==> src/rtl/dmem_bridge_pkg.sv <==
// Shared types for the data-memory bridge: access sizes, FSM states and
// the alignment rule used by both the bridge and its testbench.
package dmem_bridge_pkg;

   typedef enum logic [1:0] {
      MEM_BYTE = 2'd0,
      MEM_HALF = 2'd1,
      MEM_WORD = 2'd2
   } mem_size_t;

   typedef enum logic [1:0] {
      ST_IDLE = 2'd0,
      ST_REQ  = 2'd1,
      ST_RESP = 2'd2,
      ST_DONE = 2'd3
   } bridge_state_t;

   // Natural alignment: halves on even addresses, words on multiples of four.
   function automatic logic is_aligned(input mem_size_t size, input logic [1:0] addr_lo);
      logic ok;
      case (size)
         MEM_BYTE: ok = 1'b1;
         MEM_HALF: ok = ~addr_lo[0];
         default:  ok = (addr_lo == 2'b00);
      endcase
      is_aligned = ok;
   endfunction

endpackage

==> src/rtl/dmem_bridge_align.sv <==
// Byte-lane steering for the data-memory bridge: store replication and
// strobes on the way out, load shifting and extension on the way back.
module dmem_align
   import dmem_bridge_pkg::*;
(
   input  mem_size_t   st_size,
   input  logic [1:0]  st_addr_lo,
   input  logic [31:0] st_wdata,
   output logic [31:0] st_bus_wdata,
   output logic [3:0]  st_wstrb,
   input  mem_size_t   ld_size,
   input  logic [1:0]  ld_addr_lo,
   input  logic        ld_unsigned,
   input  logic [31:0] ld_bus_rdata,
   output logic [31:0] ld_data
);

   logic [31:0] ld_shifted;

   // Replicate narrow store data into every lane and enable only the addressed bytes.
   always_comb begin
      st_bus_wdata = st_wdata;
      st_wstrb     = 4'b1111;
      case (st_size)
         MEM_BYTE: begin
            st_bus_wdata = {4{st_wdata[7:0]}};
            st_wstrb     = 4'b0001 << st_addr_lo;
         end
         MEM_HALF: begin
            st_bus_wdata = {2{st_wdata[15:0]}};
            st_wstrb     = st_addr_lo[1] ? 4'b1100 : 4'b0011;
         end
         default: begin
         end
      endcase
   end

   // Bring the addressed lane down to bit 0, then sign- or zero-extend to 32 bits.
   always_comb begin
      ld_shifted = ld_bus_rdata >> {ld_addr_lo, 3'b000};
      ld_data    = ld_shifted;
      case (ld_size)
         MEM_BYTE: ld_data = {{24{~ld_unsigned & ld_shifted[7]}}, ld_shifted[7:0]};
         MEM_HALF: ld_data = {{16{~ld_unsigned & ld_shifted[15]}}, ld_shifted[15:0]};
         default: begin
         end
      endcase
   end

endmodule

==> src/rtl/dmem_bridge.sv <==
// MEM-stage data-memory bridge: turns a pipeline load/store into a single
// valid/ready bus transaction, stalling the pipeline until it completes.
module dmem_bridge
   import dmem_bridge_pkg::*;
#(
   parameter int ADDR_WIDTH = 32
) (
   input  logic                  clk,
   input  logic                  reset,
   input  logic                  req_read,
   input  logic                  req_write,
   input  logic [ADDR_WIDTH-1:0] req_addr,
   input  logic [31:0]           req_wdata,
   input  mem_size_t             req_size,
   input  logic                  req_unsigned,
   input  logic                  pipe_enable,
   output logic                  dmem_wait,
   output logic [31:0]           rdata,
   output logic                  misaligned,
   output logic                  bus_valid,
   output logic                  bus_write,
   output logic [ADDR_WIDTH-1:0] bus_addr,
   output logic [31:0]           bus_wdata,
   output logic [3:0]            bus_wstrb,
   input  logic                  bus_ready,
   input  logic                  bus_rvalid,
   input  logic [31:0]           bus_rdata
);

   bridge_state_t         state_q, state_d;
   logic [ADDR_WIDTH-1:0] bus_addr_q, bus_addr_d;
   logic                  bus_write_q, bus_write_d;
   logic [31:0]           bus_wdata_q, bus_wdata_d;
   logic [3:0]            bus_wstrb_q, bus_wstrb_d;
   logic [1:0]            addr_lo_q, addr_lo_d;
   mem_size_t             size_q, size_d;
   logic                  unsigned_q, unsigned_d;
   logic [31:0]           rdata_q, rdata_d;

   logic                  req_any;
   logic                  req_aligned;
   logic [31:0]           st_bus_wdata;
   logic [3:0]            st_wstrb;
   logic [31:0]           ld_data;

   assign req_any     = req_read | req_write;
   assign req_aligned = is_aligned(req_size, req_addr[1:0]);
   assign misaligned  = req_any & ~req_aligned;
   assign rdata       = misaligned ? 32'h0 : rdata_q;
   assign bus_addr    = bus_addr_q;
   assign bus_write   = bus_write_q;
   assign bus_wdata   = bus_wdata_q;
   assign bus_wstrb   = bus_wstrb_q;

   // Store lanes come from the live request; load extension uses the attributes latched at launch.
   dmem_align u_align (
      .st_size      (req_size),
      .st_addr_lo   (req_addr[1:0]),
      .st_wdata     (req_wdata),
      .st_bus_wdata (st_bus_wdata),
      .st_wstrb     (st_wstrb),
      .ld_size      (size_q),
      .ld_addr_lo   (addr_lo_q),
      .ld_unsigned  (unsigned_q),
      .ld_bus_rdata (bus_rdata),
      .ld_data      (ld_data)
   );

   // Next-state and outputs; dmem_wait looks only at state and request, never at pipe_enable.
   always_comb begin
      state_d     = state_q;
      bus_addr_d  = bus_addr_q;
      bus_write_d = bus_write_q;
      bus_wdata_d = bus_wdata_q;
      bus_wstrb_d = bus_wstrb_q;
      addr_lo_d   = addr_lo_q;
      size_d      = size_q;
      unsigned_d  = unsigned_q;
      rdata_d     = rdata_q;
      dmem_wait   = 1'b0;
      bus_valid   = 1'b0;
      case (state_q)
         ST_IDLE: begin
            dmem_wait = req_any & req_aligned;
            if (req_any && req_aligned) begin
               state_d     = ST_REQ;
               bus_addr_d  = {req_addr[ADDR_WIDTH-1:2], 2'b00};
               bus_write_d = req_write;
               bus_wdata_d = st_bus_wdata;
               bus_wstrb_d = req_write ? st_wstrb : 4'b0000;
               addr_lo_d   = req_addr[1:0];
               size_d      = req_size;
               unsigned_d  = req_unsigned;
            end
         end
         ST_REQ: begin
            dmem_wait = 1'b1;
            bus_valid = 1'b1;
            if (bus_ready) begin
               state_d = bus_write_q ? ST_DONE : ST_RESP;
            end
         end
         ST_RESP: begin
            dmem_wait = 1'b1;
            if (bus_rvalid) begin
               rdata_d = ld_data;
               state_d = ST_DONE;
            end
         end
         default: begin
            if (pipe_enable) begin
               state_d = ST_IDLE;
            end
         end
      endcase
   end

   // State and bus-request registers; reset drops any transaction in flight.
   always_ff @(posedge clk or posedge reset) begin
      if (reset) begin
         state_q     <= ST_IDLE;
         bus_addr_q  <= '0;
         bus_write_q <= 1'b0;
         bus_wdata_q <= 32'h0;
         bus_wstrb_q <= 4'b0000;
         addr_lo_q   <= 2'b00;
         size_q      <= MEM_BYTE;
         unsigned_q  <= 1'b0;
         rdata_q     <= 32'h0;
      end else begin
         state_q     <= state_d;
         bus_addr_q  <= bus_addr_d;
         bus_write_q <= bus_write_d;
         bus_wdata_q <= bus_wdata_d;
         bus_wstrb_q <= bus_wstrb_d;
         addr_lo_q   <= addr_lo_d;
         size_q      <= size_d;
         unsigned_q  <= unsigned_d;
         rdata_q     <= rdata_d;
      end
   end

endmodule

==> config.mk <==
export PLATFORM = sky130hd
export DESIGN_NAME = dmem_bridge
export DESIGN_NICKNAME = d
export VERILOG_FILES = /design/src/rtl/dmem_bridge_pkg.sv /design/src/rtl/dmem_bridge_align.sv /design/src/rtl/dmem_bridge.sv
export SDC_FILE = /design/constraint.sdc
export NUM_CORES = 1
export LEC_CHECK = 0
export ABC_AREA = 1
export CAP_MARGIN = 20
export CORE_UTILIZATION = 48
export DETAILED_ROUTE_END_ITERATION = 16
export PLACE_DENSITY = 0.91
export REMOVE_ABC_BUFFERS = 1
export SLEW_MARGIN = 20
export SYNTH_ARGS = -nofsm -noshare
export SYNTH_HDL_FRONTEND = slang
export SYNTH_SLANG_ARGS = --single-unit
==> constraint.sdc <==
create_clock -name clk -period 7.15 [get_ports clk]
set_clock_uncertainty 0.15 [all_clocks]
set_input_delay 1.7875 -clock clk [delete_from_list [all_inputs] [get_ports clk]]
set_output_delay 1.7875 -clock clk [all_outputs]
set_load 0.03 [all_outputs]
* After elaboration in Yosys (flattened, before gate mapping)
Cells that the tools add are included.
Storage, ports and cells: flip-flop bits (word level) 106, input port bits 106, output and inout bits 104, word-level logic and storage cells 51
Cells by class: equality and inequality tests 7, shift-type cells 2, muxes and demuxes 15, bitwise gates (word level) 8, reduce and logical (&&, ||, !) cells 10
Operators by type and width (count):
- $pmux W32 S2 | 2
- $mux W32 | 1
- $shr A32 B5 Y32 | 1
- $logic_not A2 Y1 | 4
- $mux W2 | 4
- $mux W4 | 2
- $pmux W4 S2 | 1
- $eq A2 B1 Y1 const B | 3
- $ne A2 B2 Y1 const B | 3
- $pmux W2 S3 | 1
- $and A1 B1 Y1 | 4
- $pmux W1 S2 | 2
- $reduce_and A2 Y1 | 2
- $reduce_and A4 Y1 | 1
- $reduce_bool A4 Y1 | 1
- $shl A1 B2 Y4 const A | 1
- $not A1 Y1 | 3
- $eq A2 B2 Y1 const B | 1
- $mux W1 | 2
- $reduce_or A2 Y1 | 1
- $logic_and A1 B1 Y1 | 1
- $or A1 B1 Y1 | 1

* Logic depth before layout (Yosys ltp)
depth in word-level cells 5, depth in mapped cells 10, gate-level depth less buffers 8

* Modules after synthesis
A second synthesis with hierarchy kept.
Second synthesis, totals: cells, all modules 737, area total of the unflattened synthesis 5701.7 µm²
By module, submodules not included:
- dmem_bridge | times used 1, cells each 480, area each 4410.5 µm²
- dmem_align | times used 1, cells each 257, area each 1291.2 µm²

* Least setup slack after synthesis
Ideal clock, no wire load.
kind input to output, from in req_size[1], to out dmem_wait, arrival time 3020 ps, required time 5213 ps, setup slack 2193 ps, cell stages on the path 7, path buffers 2, cells stage by stage buf_4 nor2_8 inv_4 nand2_2 nand3_4 buf_2 a21oi_1
On the way: word-level cells in the longest chain between the ends 4, elaborated cells between the ends (all ways) 5, classes of those cells eq/ne (1); mux (2); bitwise (1); reduce/logical (1)
Ends and longest elaborated chain:
- start, declared | line dmem_bridge.sv:14 | input mem_size_t req_size,
- $eq A2 B1 Y1 / $logic_not A2 Y1 (equally long branches) | line dmem_bridge_pkg.sv:21 | case (size)
- $pmux W1 S2 (*) | line dmem_bridge_pkg.sv:21
- $and A1 B1 Y1 (*) | line dmem_bridge.sv:84 | dmem_wait = req_any & req_aligned;
- $pmux W1 S2 (*) | line dmem_bridge.sv:82 | case (state_q)
- end, declared | line dmem_bridge.sv:17 | output logic dmem_wait,
Mark *: on every way between the ends. The rest lies on a longest branch, timed or not.

* Worst setup path after layout
from in req_size[1], to out rdata[26]
On the way: word-level cells in the longest chain between the ends 5, elaborated cells between the ends (all ways) 6, classes of those cells eq/ne (1); mux (2); bitwise (2); reduce/logical (1)
Ends and longest elaborated chain:
- $eq A2 B1 Y1 / $logic_not A2 Y1 (equally long branches) | line dmem_bridge_pkg.sv:21
- $pmux W1 S2 (*) | line dmem_bridge_pkg.sv:21
- $not A1 Y1 (*) | line dmem_bridge.sv:48 | assign misaligned = req_any & ~req_aligned;
- $and A1 B1 Y1 (*) | line dmem_bridge.sv:48
- $mux W32 (*) | line dmem_bridge.sv:49 | assign rdata = misaligned ? 32'h0 : rdata_q;
- end, declared | line dmem_bridge.sv:18 | output logic [31:0] rdata,
Marked as above.

==> impl_metrics.csv <==
group,metric,value,unit
detailed_routing,route.detailed.drc,0,
synthesis,synthesis.instances,792,
detailed_routing,ant_nets,0,
timing,rsz0062_at_grt,"false",
pwr,power.total,3.525,mW
worst_setup_path,crit_path_end_kind,"output pin",
synthesis,synth_edf_count,0,
clocking,cts-resized-gates,0,
clocking,clk_pin_slew,70,ps
worst_setup_path,reg2reg_depth,7,
clocking,cts_root_buffer,"clkbuf_16",
run_status,outcome,"finished clean",
place,dp_hpwl,11.34,mm
floorplanning,dieHeight,109.9,µm
global_routing,antenna_found_initial,0,
worst_setup_path,critPathMaxFanout,33,
pwr,sw_frac_of_total,45.70,%
place,io_buffers,207,
detailed_routing,routed_wl,16.07,mm
worst_setup_path,crit_type,"in -> out",
detailed_routing,drt_iter0_markers,413,
hold_path,hold_path.class,"reg -> reg",
global_routing,grt-ovfl-total,0,
hold_path,whs_path_depth,2,
place,routabilityCongestion,0.8590,
timing,maxSlewHeadroom,32.06,%
detailed_routing,viasPerCell,5.000,
detailed_routing,wl_per_cell,14.29,µm
cells_and_area,antennaDiodeCount,0,
worst_setup_path,r2r-end,"rdata_q[25]$_DFFE_PP0P_",
synthesis,ys_seq_area_share,47.45,%
global_routing,grt_max_degree,88,
timing,fmax,0.1689,GHz
timing,finalSetupTns,0,ps
timing,post-route-min-period,5921,ps
cells_and_area,fin_area,7939,µm²
floorplanning,start_util,49.17,%
run,drv_cap,0,
pwr,intPower,1.914,mW
worst_setup_path,r2r_setup_slack,3940,ps
global_routing,track_usage,27.66,%
clocking,cts_tree,"done",
detailed_routing,dr.pass1.iters,5,
pwr,powerDensity,444.0,nW/µm²
place,place_area,7667,µm²
synthesis,ys_seq_elements,106,
synthesis,synth_cell_types,20,
hold_path,hp-start,"bus_addr[24]$_DFFE_PP0P_",
synthesis,avgSynthCellArea,7.059,µm²
cells_and_area,final_nets,1086,
worst_setup_path,crit-reg2reg-launch,"addr_lo_q[0]$_DFFE_PP0P_",
hold_path,hold_path_end,"bus_addr[24]$_DFFE_PP0P_",
floorplanning,rows,39,
clocking,clkLatencyLatePin,350,ps
pwr,comb_power_share,56.1,%
cells_and_area,fillers,929,
clocking,cts_buffers,9,
global_routing,use_met2,45.40,%
pwr,vdd_drop_max,257.2,µV
pwr,p_sw,1.611,mW
cells_and_area,area_growth,42.01,%
floorplanning,io_pins,210,
timing,drv_slew,0,
synthesis,async_flop_share,100.0,%
global_routing,grt_pass1_wl,25.59,mm
worst_setup_path,start_kind,"input port",
cells_and_area,instances_no_fill,1124,
global_routing,grt_pass1_vias,5357,
floorplanning,die_area,12080,µm²
clocking,h-tree-depth,3,
worst_setup_path,cp.required,5210,ps
timing,tightest_slew,1018,ps
detailed_routing,vias,5620,
synthesis,ys.flop_type,"dfrtp_1",
cells_and_area,drive_gt1_share,5.301,%
floorplanning,core,11370,µm²
worst_setup_path,crit_arrival,3980,ps
clocking,post-cts-setup-buffer-count,0,
pwr,clkPwrFrac,13.2,%
timing,finalSetupViolations,0,
clocking,hold_buffers,0,
worst_setup_path,critPathLaunch,"req_size[1]",
global_routing,gr-usage-met1,33.87,%
clocking,clockBufferDepth,2,
timing,min_period_over_period,82.81,%
synthesis,syn-cell-area,5590,µm²
place,dp.cells,1108,
global_routing,grt-busiest-layer,"met2",
global_routing,met3_usage,8.654,%
clocking,cts.sinks,106,
synthesis,yosysWarnings,0,
pwr,p_leak,4.241,nW
pwr,p_seq_share,30.8,%
timing,finalHoldViolCount,0,
floorplanning,fp.dieW,109.9,µm
[sequential cells by signal, indices dropped and copies added (netlist names)]
name / cells
bus_addr: 30
rdata_q: 32
addr_lo_q: 2
bus_write: 1
bus_wstrb: 4
bus_wdata: 32
size_q: 2
unsigned_q: 1
state_q: 2
[per-stage QoR]
stage / hold slack (ps) / utilization, % / setup slack [ps]
floorplan: 299.2 / - / 1920
global placement: 311.0 / 67.44 / 1341
detailed placement: 313.8 / 67.44 / 1218
CTS: 332.0 / 69.83 / 1216
global route: 343.9 / 69.83 / 1055
finish: 333.2 / 69.83 / 1229
[final cells by class]
type / instances / area [µm²] / share of cell area, %
Sequential cell: 106 / 2653 / 33.41
Clock buffer: 11 / 242.7 / 3.058
Multi-Input combinational cell: 564 / 2397 / 30.20
Clock inverter: 5 / 28.78 / 0.3625
Inverter: 83 / 319.1 / 4.019
Timing Repair Buffer: 212 / 2120 / 26.70
Tap cell: 143 / 178.9 / 2.254
[cell usage in the layout, fill, tap and decap left out]
master and n:
a21oi_1 11, buf_12 1, buf_4 5, clkbuf_1 1, clkbuf_16 9, clkbuf_8 1
clkdlybuf4s50_1 206, clkinv_2 4, conb_1 2, dfrtp_1 106, ha_1 4, inv_1 80
inv_4 3, inv_6 1, nand2_1 400, nand2_2 1, nand3_1 62, nand3_4 1
nor2_1 24, nor2_2 1, nor2_8 1, o211ai_1 7, o21ai_0 26, or2_2 24
[kinds of logic after synthesis]
logic type      after synthesis  share of synthesized area, %
buf+inv                     123                         9.736
compound gates               44                         4.252
simple gates                514                         37.60
flops                       106                         47.45
other cells                   1                       0.06708
fa+ha+maj                     4                        0.8953
[worst max path at each step]
stage,to,slack [ps],depth (start not counted)
final,rdata[26],1230,8
after global placement,rdata[31],1340,8
after CTS,rdata[17],1220,8
after detailed placement,rdata[17],1220,8
after floorplan,dmem_wait,1920,5
after global routing,rdata[28],1050,8
[worst max-delay path: stages]
cell and delay, ps:
clkdlybuf4s50_1 580, nor2_8 230, inv_4 90, nand3_1 100, buf_4 330, nand2_1 110
inv_1 80, clkdlybuf4s50_1 660
[power by group through the flow]
| stage | sequential, mW | clock [mW] | combinational (mW) |
|---|---|---|---|
| finish | 1.08 | 0.464 | 1.98 |
| global route | 1.12 | 0.495 | 2.17 |
| CTS | 1.08 | 0.472 | 1.99 |
| detailed placement | 1.08 | 0 | 1.98 |
| global placement | 1.08 | 0 | 1.93 |
| floorplan | 1.38 | 0 | 0.857 |
[synthesized netlist by cell type, drive strengths merged, types with 4 or more instances]
cell | instances | area (µm²)
dfrtp | 106 | 2653
clkbuf | 12 | 45.04
inv | 83 | 316.6
buf | 28 | 182.7
ha | 4 | 50.05
nor2 | 26 | 116.4
nand2 | 401 | 1508
o211ai | 7 | 52.55
nand3 | 63 | 327.8
o21ai | 26 | 130.1
or2 | 24 | 150.1
a21oi | 11 | 55.05
[metal layers]
layer  up-vias  wire length (µm)
met5         -                 0
met4         0               403
met3        33              1706
met2       239              7448
met1      2591              6508
li1       2757                 -
No activity file was read; power rests on OpenSTA's default activity.
